[src/rtl/regfile_write_queue.sv]
// Write-back queue feeding the 32x32 register file, with read forwarding of pending writes.
// Latency: one cycle from accepted request to wr_* when empty and unstalled; no in_* to wr_* path.
// Backpressure: in_ready drops when DEPTH entries are pending; wr_stall holds the head entry.
module regfile_write_queue #(
    parameter int DEPTH      = 4,
    parameter int DATA_WIDTH = 32,
    parameter int ADDR_WIDTH = 5
) (
    input  logic                    clock,
    input  logic                    reset,
    input  logic                    in_valid,
    output logic                    in_ready,
    input  logic [ADDR_WIDTH-1:0]   in_reg,
    input  logic [DATA_WIDTH-1:0]   in_data,
    input  logic                    wr_stall,
    output logic                    wr_enable,
    output logic [ADDR_WIDTH-1:0]   wr_reg,
    output logic [DATA_WIDTH-1:0]   wr_data,
    input  logic [ADDR_WIDTH-1:0]   fwd_reg,
    output logic                    fwd_hit,
    output logic [DATA_WIDTH-1:0]   fwd_data,
    output logic [$clog2(DEPTH):0]  count
);
    localparam int PTR_W = $clog2(DEPTH);
    localparam int CNT_W = PTR_W + 1;

    typedef struct packed {
        logic [ADDR_WIDTH-1:0] rreg;
        logic [DATA_WIDTH-1:0] data;
    } entry_t;

    entry_t             mem_q [DEPTH];
    entry_t             mem_d [DEPTH];
    logic [DEPTH-1:0]   vld_q, vld_d;
    logic [PTR_W-1:0]   head_q, head_d;
    logic [PTR_W-1:0]   tail_q, tail_d;
    logic [CNT_W-1:0]   count_q, count_d;
    logic               push, pop;
    logic [PTR_W-1:0]   fwd_idx;

    assign in_ready  = (count_q != CNT_W'(DEPTH));
    assign wr_enable = (count_q != '0) && !wr_stall;
    assign wr_reg    = wr_enable ? mem_q[head_q].rreg : '0;
    assign wr_data   = wr_enable ? mem_q[head_q].data : '0;
    assign count     = count_q;

    // Writes to register 0 complete the handshake but are dropped.
    assign push = in_valid && in_ready && (in_reg != '0);
    assign pop  = wr_enable;

    always_comb begin
        mem_d   = mem_q;
        vld_d   = vld_q;
        head_d  = head_q;
        tail_d  = tail_q;
        count_d = count_q;
        if (pop) begin
            vld_d[head_q] = 1'b0;
            head_d        = head_q + PTR_W'(1);
        end
        if (push) begin
            mem_d[tail_q] = '{rreg: in_reg, data: in_data};
            vld_d[tail_q] = 1'b1;
            tail_d        = tail_q + PTR_W'(1);
        end
        case ({push, pop})
            2'b10:   count_d = count_q + CNT_W'(1);
            2'b01:   count_d = count_q - CNT_W'(1);
            default: count_d = count_q;
        endcase
    end

    // Walk oldest to youngest so the youngest match is the last one kept.
    always_comb begin
        fwd_hit  = 1'b0;
        fwd_data = '0;
        fwd_idx  = head_q;
        for (int i = 0; i < DEPTH; i++) begin
            fwd_idx = head_q + PTR_W'(i);
            if (vld_q[fwd_idx] && (mem_q[fwd_idx].rreg == fwd_reg) && (fwd_reg != '0)) begin
                fwd_hit  = 1'b1;
                fwd_data = mem_q[fwd_idx].data;
            end
        end
    end

    always_ff @(posedge clock or negedge reset) begin
        if (!reset) begin
            for (int i = 0; i < DEPTH; i++) begin
                mem_q[i] <= '0;
            end
            vld_q   <= '0;
            head_q  <= '0;
            tail_q  <= '0;
            count_q <= '0;
        end else begin
            mem_q   <= mem_d;
            vld_q   <= vld_d;
            head_q  <= head_d;
            tail_q  <= tail_d;
            count_q <= count_d;
        end
    end
endmodule
[config.mk]
export PLATFORM = sky130hd
export DESIGN_NAME = regfile_write_queue
export DESIGN_NICKNAME = d
export VERILOG_FILES = /design/src/rtl/regfile_write_queue.sv
export SDC_FILE = /design/constraint.sdc
export NUM_CORES = 1
export LEC_CHECK = 0
export CAP_MARGIN = 20
export CORE_MARGIN = 4
export CORE_UTILIZATION = 39
export DETAILED_ROUTE_END_ITERATION = 8
export PLACE_DENSITY_LB_ADDON = 0.2
export SYNTH_ARGS = -nofsm -noshare
export SYNTH_HDL_FRONTEND = slang
export SYNTH_SLANG_ARGS = --single-unit
[constraint.sdc]
create_clock -name clock -period 6.3 [get_ports clock]
set_input_delay 1.26 -clock clock [delete_from_list [all_inputs] [get_ports clock]]
set_output_delay 1.26 -clock clock [all_outputs]
set_load 0.01 [all_outputs]
==> impl_metrics.yaml, run 1 <==
cts:
  clk_pin_slew_ns: 0.07
  cts_root_buf: "clkbuf_16"
  htreeDepth: 4
  post_cts_buffers: 0
  cts_hold_buf: 0
  clock_latency_ns: 0.43
  numCtsBuffers: 17
  cts_tree: "done"
  cts_num_sinks: 159
  cts_resized: 0
  clk_path_buf_depth: 2
sta:
  min_period_ns: 5.851
  rsz0062_at_grt: "no"
  tightest_slew_ns: 1.025
  relSlewSlack: 0.3164
  fmax_mhz: 170.9
  skew_ns: 0.01213
  fin_setup_tns_ns: 0
  setup_viol: 0
  drv_slew: 0
  finalHoldViolations: 0
  fin_crit_sh: 0.9287
yosys:
  syn-cell-area_um2: 11820
  synth_top_cell_by_area: "dfrtp_1"
  synth_compound_area_frac: 0.06743
  yosysUniqueCellTypes: 45
  synthArstFlopShare: 1.000
  synth_area_per_cell_um2: 12.63
  synth_simple_gate_area_frac: 0.08945
  ys.flop_type: "dfrtp_1"
  synth_fa_ha_area_frac: 0.01122
  ys_ff_latch: 159
  synth_fp_nets: 992
  ys_seq_area_frac: 0.3366
  synthMuxAreaShare: 0.4275
  ys_warn_count: 0
  synth_area_leaders: "dfrtp_1 34%, mux4_2 28%, mux2_2 14%"
  synth_top_family_by_area: "multiplexers"
  syn_inst: 936
  synth_top_cell_area_share: 0.3366
  synth-edff-count: 0
  yosys.area_share.xor_xnor: 0.02064
place:
  gp_congestion: 0.7810
  placedCellCount: 1369
  dp_hpwl_um: 21100
  io_buffers: 120
  place_area_um2: 13360
routing:
  first_pass_iters: 5
  drt_wl_total_um: 35120
  wl_per_cell_um: 25.07
  via_per_inst: 6.417
  vias: 8990
  antenna_left: 0
  first_iter_violations: 755
  drc_errors: 0
grt:
  grt_pass1_wl_um: 55180
  grt_max_degree: 141
  grtUsageTotal: 0.2116
  grt_pass1_vias: 9104
  grt_overflow: 0
  grt_antenna_before_repair: 0
final_layout:
  fin_util: 0.4686
  final_cell_count_no_fill: 1401
  diodes: 0
  layout.nets: 1054
  fin_area_um2: 13960
  drive_gt1_frac: 0.3680
  area_growth_pct: 18.12
  fillers: 2687
power_and_ir_drop:
  finalPower_mw: 9.260
  pwr-share-seq: 0.237
  p_comb_frac: 0.646
  p_leak_nw: 5.208
  powerDensity_nw_per_um2: 663.2
  p_sw_mw: 3.931
  intPower_mw: 5.329
  switching_share: 0.4245
  peakVddDrop_uv: 577.6
  p_clk_frac: 0.117
setup_path:
  required_ns: 5.04
  worst-setup-path-type: "flop to output port"
  start_kind: "flop"
  crit_arrival_ns: 4.59
  endpoint_kind: "output port"
  worstPathMaxFanout: 65
  r2r_cells: 7
floorplanning:
  ioPinCount: 121
  die_h_um: 182.1
  placeableCoreArea_um2: 29800
  fp-row-count: 63
  initial_core_util: 0.3967
  die_area_um2: 33160
  die_x_um: 182.1
job:
  cap_violations: 0
min_path:
  hold_path_class: "flop to flop"
  whs_path_depth: 1
status:
  status: "finished, final reports clean"
## layout by cell type, fill, tap and decap left out, drive strengths merged, types with 2 or more instances in the layout
master,Yosys,routed
or2,2,2
and3,33,33
nand2,23,23
clkinvlp,0,3
clkinv,0,3
a2111oi,11,11
o22ai,32,32
ha,9,9
mux4,145,145
mux2,149,149
inv,19,22
nand2b,2,2
clkdlybuf4s50,0,119
buf,47,29
and2,28,28
nand3,57,57
a31oi,32,32
a21oi,3,3
nor2,4,4
dfrtp,159,159
o21ai,2,2
nor3,45,45
bufinv,0,3
mux2i,11,11
clkbuf,58,20
o211ai,3,3
xnor2,20,20
xor2,7,7
a211oi,23,23
## Yosys cell counts (3+ instances only)
cell       number
a2111oi_0       4
a2111oi_1       5
a211oi_1       23
a21oi_1         3
a31oi_1        32
and2_1         28
and3_1         32
buf_1           7
buf_2          31
buf_4           4
buf_6           5
clkbuf_1       58
dfrtp_1       159
ha_1            9
inv_1          18
mux2_2        149
mux2i_1        11
mux4_2        145
nand2_1        23
nand3_1        57
nor2_1          4
nor3_1         45
o211ai_1        3
o22ai_1        32
xnor2_1        19
xor2_1          7
## critical path, cell delays in order, from the launching register on
cell,delay [ns]
dfrtp_4,0.57
inv_1,0.22
ha_4,0.48
buf_4,0.43
mux4_2,0.55
and3_4,0.39
a2111oi_0,0.50
o22ai_1,0.12
a31oi_1,0.26
clkdlybuf4s50_1,0.59
## power by group through the flow
stage / clock network [mW] / logic, mW / registers (mW)
6_report: 1.08 / 5.98 / 2.20
5_1_grt: 1.15 / 6.38 / 2.29
2_1_floorplan: 0 / 4.40 / 1.96
4_1_cts: 1.10 / 6.01 / 2.18
3_5_place_dp: 0 / 5.98 / 2.20
3_3_place_gp: 0 / 5.92 / 2.14
## cell families after synthesis
family	after synthesis
AOI/OAI and AO/OA	112
buffers and inverters	124
xor gates and xnor gates	27
DFF	159
adders and majority gates	10
and+or+nand+nor	199
muxes	305
## final cells by class
cell class | instances | area [um^2] | share of cell area
multi-input combinational | 653 | 7337 | 0.5255
sequential | 159 | 3986 | 0.2855
timing repair buffer | 148 | 1475 | 0.1057
tap | 390 | 488.0 | 0.03495
clock buffer | 20 | 446.7 | 0.03199
clock inverter | 12 | 157.7 | 0.01129
inverter | 19 | 71.32 | 0.005108
## state kept, by name, summed over array words and instances (netlist names)
name / cells
count: 3
head_q: 2
mem_q: 148
tail_q: 2
vld_q: 4
## layer usage
| metal | global-route usage | wire length (um) |
|---|---|---|
| met1 | 0.2852 | 14830 |
| met2 | 0.3541 | 17410 |
| met3 | 0.04026 | 2300 |
| met4 | 0.05554 | 573 |
| met5 | 0 | 0 |
## per-stage QoR
stage	worst slack [ns]	hold WS (ns)
floorplan	1.738	0.4893
global placement	0.5259	0.5309
detailed placement	0.4764	0.5322
CTS	0.4245	0.5502
global route	0.1239	0.5796
finish	0.4491	0.5406
## path summary, 6_finish.rpt
path                            from           to  slack [ns]
max                        head_q[0]  fwd_data[5]        0.45
max reg2reg                 count[0]     mem_q[4]        3.46
min in group asynchronous      reset    mem_q[28]        0.83
max in group asynchronous      reset   mem_q[123]        4.36
min reg2reg                 count[2]     count[2]        0.54
min                         count[2]     count[2]        0.54
No activity file was read; power rests on OpenSTA's default activity.
==> run 2, diff against run 1 <==
Settings changed: TNS_END_PERCENT from default to 5.
==> results of run 2 <==
Final layout, timing and power as in run 1 (identical DEF).
==> run 3, diff against run 2 <==
Settings changed: HOLD_SLACK_MARGIN from default to 0.03.
==> results of run 3 <==
Final layout, timing and power as in run 1 (identical DEF).
